$ cat src/rtl/regfile_param.sv
// ============================================================================
// regfile_param : 2R/1W byte-enabled register file with write bypass,
//                 optional zero register and sequential bulk-clear engine.
// Revision      : 1.0
// ============================================================================
`default_nettype none

module regfile_param #(
    parameter int DATA_W   = 32,
    parameter int ADDR_W   = 4,
    parameter int ZERO_REG = 1
) (
    input  logic                clk,
    input  logic                rst_n,
    input  logic                reg_write,
    input  logic [ADDR_W-1:0]   dir_WR,
    input  logic [DATA_W-1:0]   data_in,
    input  logic [DATA_W/8-1:0] wr_be,
    input  logic                rd_en,
    input  logic [ADDR_W-1:0]   dirA,
    input  logic [ADDR_W-1:0]   dirB,
    output logic [DATA_W-1:0]   datA,
    output logic [DATA_W-1:0]   datB,
    output logic                rd_valid,
    input  logic                clr_req,
    output logic                busy
);

    localparam int          c_DEPTH = 1 << ADDR_W;
    localparam int          c_NB    = DATA_W / 8;
    localparam logic [ADDR_W-1:0] c_LAST = ADDR_W'(c_DEPTH - 1);

    localparam logic [0:0]  S_IDLE  = 1'b0;
    localparam logic [0:0]  S_CLEAR = 1'b1;

    logic [DATA_W-1:0] r_regs [c_DEPTH];
    logic [0:0]        r_state;
    logic [0:0]        w_state_nxt;
    logic [ADDR_W-1:0] r_cnt;
    logic              w_clr_step;
    logic              w_wr_acc;
    logic              w_wr_en;
    logic              w_rd_acc;
    logic [DATA_W-1:0] w_effA;
    logic [DATA_W-1:0] w_effB;

    // ---------------- clear FSM ----------------
    always_ff @(posedge clk or negedge rst_n) begin
        if (!rst_n) begin
            r_state <= S_IDLE;
        end else begin
            r_state <= w_state_nxt;
        end
    end

    always_comb begin
        w_state_nxt = r_state;
        case (r_state)
            S_IDLE:  if (clr_req)          w_state_nxt = S_CLEAR;
            S_CLEAR: if (r_cnt == c_LAST)  w_state_nxt = S_IDLE;
            default:                       w_state_nxt = S_IDLE;
        endcase
    end

    always_comb begin
        busy       = 1'b0;
        w_clr_step = 1'b0;
        if (r_state == S_CLEAR) begin
            busy       = 1'b1;
            w_clr_step = 1'b1;
        end
    end

    always_ff @(posedge clk or negedge rst_n) begin
        if (!rst_n) begin
            r_cnt <= '0;
        end else if (w_clr_step) begin
            r_cnt <= r_cnt + 1'b1;
        end else if (clr_req) begin
            r_cnt <= '0;
        end
    end

    // ---------------- access qualification ----------------
    assign w_wr_acc = reg_write && !busy;
    assign w_rd_acc = rd_en && !busy;
    assign w_wr_en  = w_wr_acc && !((ZERO_REG != 0) && (dir_WR == '0));

    // Effective read value: stored word overlaid with same-edge enabled bytes
    always_comb begin
        w_effA = r_regs[dirA];
        w_effB = r_regs[dirB];
        for (int b = 0; b < c_NB; b++) begin
            if (w_wr_acc && wr_be[b]) begin
                if (dirA == dir_WR) w_effA[8*b +: 8] = data_in[8*b +: 8];
                if (dirB == dir_WR) w_effB[8*b +: 8] = data_in[8*b +: 8];
            end
        end
        if ((ZERO_REG != 0) && (dirA == '0)) w_effA = '0;
        if ((ZERO_REG != 0) && (dirB == '0)) w_effB = '0;
    end

    // ---------------- storage ----------------
    always_ff @(posedge clk or negedge rst_n) begin
        if (!rst_n) begin
            for (int i = 0; i < c_DEPTH; i++) r_regs[i] <= '0;
        end else if (w_clr_step) begin
            r_regs[r_cnt] <= '0;
        end else if (w_wr_en) begin
            for (int b = 0; b < c_NB; b++) begin
                if (wr_be[b]) r_regs[dir_WR][8*b +: 8] <= data_in[8*b +: 8];
            end
        end
    end

    always_ff @(posedge clk or negedge rst_n) begin
        if (!rst_n) begin
            datA     <= '0;
            datB     <= '0;
            rd_valid <= 1'b0;
        end else begin
            rd_valid <= w_rd_acc;
            if (w_rd_acc) begin
                datA <= w_effA;
                datB <= w_effB;
            end
        end
    end

endmodule

`default_nettype wire

$ cat config.mk
export PLATFORM = sky130hd
export DESIGN_NAME = regfile_param
export DESIGN_NICKNAME = d
export VERILOG_FILES = /design/src/rtl/regfile_param.sv
export SDC_FILE = /design/constraint.sdc
export NUM_CORES = 1
export LEC_CHECK = 0
export BUFFER_PORTS_ARGS = -buffer_cell sky130_fd_sc_hd__buf_2
export CORE_MARGIN = 1
export CORE_UTILIZATION = 42
export DETAILED_ROUTE_END_ITERATION = 12
export PLACE_DENSITY = 0.54
export SLEW_MARGIN = 20
export SYNTH_ARGS = -nofsm -noshare
export SYNTH_HDL_FRONTEND = slang
export SYNTH_SLANG_ARGS = --single-unit
$ cat constraint.sdc
create_clock -name clk -period 1.85 [get_ports clk]
set_input_delay 0.555 -clock clk [delete_from_list [all_inputs] [get_ports clk]]
set_output_delay 0.555 -clock clk [all_outputs]
set_load 0.02 [all_outputs]
==> reports/results.tsv <==
metric	value	unit
critPathCaptureType	primary output	
grt_max_degree	62	
crit_chain	buf_6 -> buf_6	
tritoncts	done	
grtUsageTotal	30.6	%
clock_path_buffers	3	
cts_root_buf	clkbuf_16	
synth_edf_count	0	
cp_data_required_time	1.29	ns
ant_nets	0	
status	finished, final reports clean	
final_cell_area	0.0378	sq mm
routedWlPerCell	29.4	um
finalCoreUtilization	53.6	%
viasPerCell	6.40	
cp.arrival	1.28	ns
hold_path.class	input pin to register	
drv_cap	0	
hold_viol	0	
synth_top_family_by_area	multiplexers	
area_delta_synth_final	25.5	%
hold_depth	2	
gp_congestion	0.910	
synth_cell_type_count	44	
synth.area.mux_share	22.0	%
grt_util_met2	46.0	%
crit_path_max_incr_delay	0.38	ns
place_hpwl	78400	um
fin_cells	3779	
h-tree-depth	3	
fp.dieArea	0.0729	sq mm
synth_fa_ha_area_share	0.166	%
antenna_found_initial	2	
synth_top_area_share	48.3	%
fmax	544	MHz
relSlewSlack	43.0	%
drc_errors	0	
grt_use_met3	6.35	%
slew_viol_final	0	
clkSinkCount	582	
critPathKind	register to primary output	
ir_drop	0.000747	V
dpl_cell_area	0.0352	sq mm
critical_path.max_fanout	9	
postSynthAreaPerCell	12.6	sq um
vias	24200	
synth-simple-area-share	7.32	%
powerDensity	1020	mW/mm^2
total_leakage_power	0.0173	uW
ys_warn_count	0	
clk_pin_slew_worst_paths	0.06	ns
drive_gt1_share	37.5	%
grt_pass1_vias	24900	
clock_latency	0.61	ns
cpMostUsedCell	buf_6	
final_nets	2848	
overflow	0	
cts_inserted_buffers	70	
synthCells	2399	
fp-row-count	97	
finalPower	38500	uW
core_area	0.0705	sq mm
drt_wl_total	111000	um
dp.cells	3647	
synthArstFlopShare	100	%
finalCritPeriodShare	99.3	%
die_h	270	um
yosysTopAreaCell	dfrtp_1	
start_util	42.8	%
reg2reg_depth	10	
antenna_cells	0	
drtIter0Drc	2459	
synth_compound_area_share	18.9	%
finalCriticalPeriod	1.84	ns
synth.area.top_cells	dfrtp_1 (48%), mux4_2 (15%), a22o_1 (13%)	
synth-seq-area-share	48.3	%
pre_cts_ws	-0.626	ns
die_w	270	um
synth_area	0.0301	sq mm
finClkSkew	0.0170	ns
met1_usage	44.0	%
ys_seq_elements	582	
drtPass1Iterations	6	
syn_nets	2456	
busiest_layer	met2	
cp-start-kind	register	
rsz0062_at_grt	true	
ios	119	
ys.flop_type	dfrtp_1	
slowest_stage	dfrtp_1	
synth_xor_area_share	0.291	%
portBuffers	118	
setup_viol	0	
grt_pass1_wl	167000	um
setup_slack	0.0124	ns
tightestPinTransition	0.853	ns
## placed cells by master (no fill, tap or decap), types with 7 or more instances in the layout
| cell | instances |
|---|---|
| a22o_1 | 432 |
| mux2i_1 | 87 |
| and2_1 | 31 |
| o21ai_1 | 22 |
| nor2_2 | 67 |
| clkbuf_16 | 73 |
| a22oi_1 | 8 |
| clkinv_2 | 13 |
| buf_2 | 110 |
| mux4_2 | 200 |
| and2_2 | 7 |
| xnor2_1 | 9 |
| dfrtp_1 | 582 |
| o21ai_0 | 152 |
| nor2b_1 | 37 |
| buf_12 | 86 |
| clkbuf_8 | 12 |
| mux2_2 | 112 |
| nand2_1 | 81 |
| buf_6 | 15 |
| nor2_4 | 35 |
| clkbuf_1 | 17 |
| o22ai_1 | 111 |
| or2_4 | 9 |
| buf_4 | 298 |
| nor2_1 | 115 |
| o2bb2ai_1 | 16 |
| nand2b_1 | 9 |
| nand3_1 | 15 |
## critical path: cells and delay by family (launching register included)
family | cells | cell delay [ns]
buffers and inverters | 2 | 0.30
DFF | 1 | 0.38
## timing repair
action                                 4_1_cts  5_1_grt
resized for setup                           67       52
endpoints found under the hold margin       26        0
setup buffers                                0       11
setup endpoints to repair                  410      224
hold buffers                                 1        0
pin swaps                                    0        3
gates cloned                                 0        0
## registers in the layout, indices dropped and copies added (netlist names)
name / cells
rd_valid: 1
r_state: 1
r_regs: 512
datB: 32
datA: 32
r_cnt: 4
## final timing paths
path	startpoint	end	slack [ns]
worst max-delay path	r_state$_DFF_PN0_	busy	0.01
worst min-delay path	data_in[10]	r_regs[458]$_DFFE_PN0P_	0.24
worst max register to register	r_state$_DFF_PN0_	r_regs[0]$_DFFE_PN0P_	0.05
worst min register to register	datA[14]$_DFFE_PN0P_	datA[14]$_DFFE_PN0P_	0.47
max in group asynchronous	rst_n	r_regs[481]$_DFFE_PN0P_	0.60
min in group asynchronous	rst_n	datA[20]$_DFFE_PN0P_	0.45
## layer usage
layer	part of all wire, %	vias to the layer above
li1	-	10100
met2	45	1173
met4	3.2	4
met1	44	12700
met5	0.024	-
met3	7.8	199
## cells in the mapped netlist (6+ instances only)
master / instances
o2bb2ai_1: 16
nor2_2: 56
or2_2: 9
nor2b_1: 38
nand2b_1: 13
nand3_1: 16
buf_2: 62
and2_1: 42
xnor2_1: 9
mux4_2: 200
nand2_1: 85
a32o_1: 6
a32oi_1: 6
a22o_1: 432
or3_1: 6
o22ai_1: 112
dfrtp_1: 582
mux2i_1: 88
o21ai_0: 159
buf_4: 21
and2_0: 6
mux2_2: 112
nor2_1: 161
o21ai_1: 15
clkbuf_1: 104
a22oi_1: 8
## per-stage QoR
stage	hold slack, ns	TNS (ns)
after floorplan	0.259	-9.97
after global placement	0.461	-197.30
after detailed placement	0.467	-205.81
after CTS	0.212	-0.0527
after global routing	0.240	-0.0474
final	0.237	0
## cells by family (layout without fill, tap and decap cells)
logic type	count (synthesis)	after routing
AOI/OAI and AO/OA	759	759
DFF	582	582
and+or+nand+nor	449	449
muxes	400	400
buffers and inverters	195	635
xor gates and xnor gates	10	10
adders and majority gates	4	4
## where the power goes
part | total (uW) | internal (uW) | leakage, uW | switching [uW]
clock | 13700 | 8100 | 0.00111 | 5560
combinational | 9760 | 3910 | 0.00815 | 5850
sequential | 15000 | 14100 | 0.00807 | 974
total | 38500 | 26100 | 0.0173 | 12400
## area by class of cell
cell class	instances	area, sq um
clock buffer	102	2060
tap	940	1180
sequential	582	14600
fill	6002	32700
inverter	3	11.3
timing repair buffer	512	4730
multi-input combinational	1622	15100
clock inverter	18	173
No activity file was read; power rests on OpenSTA's default activity.
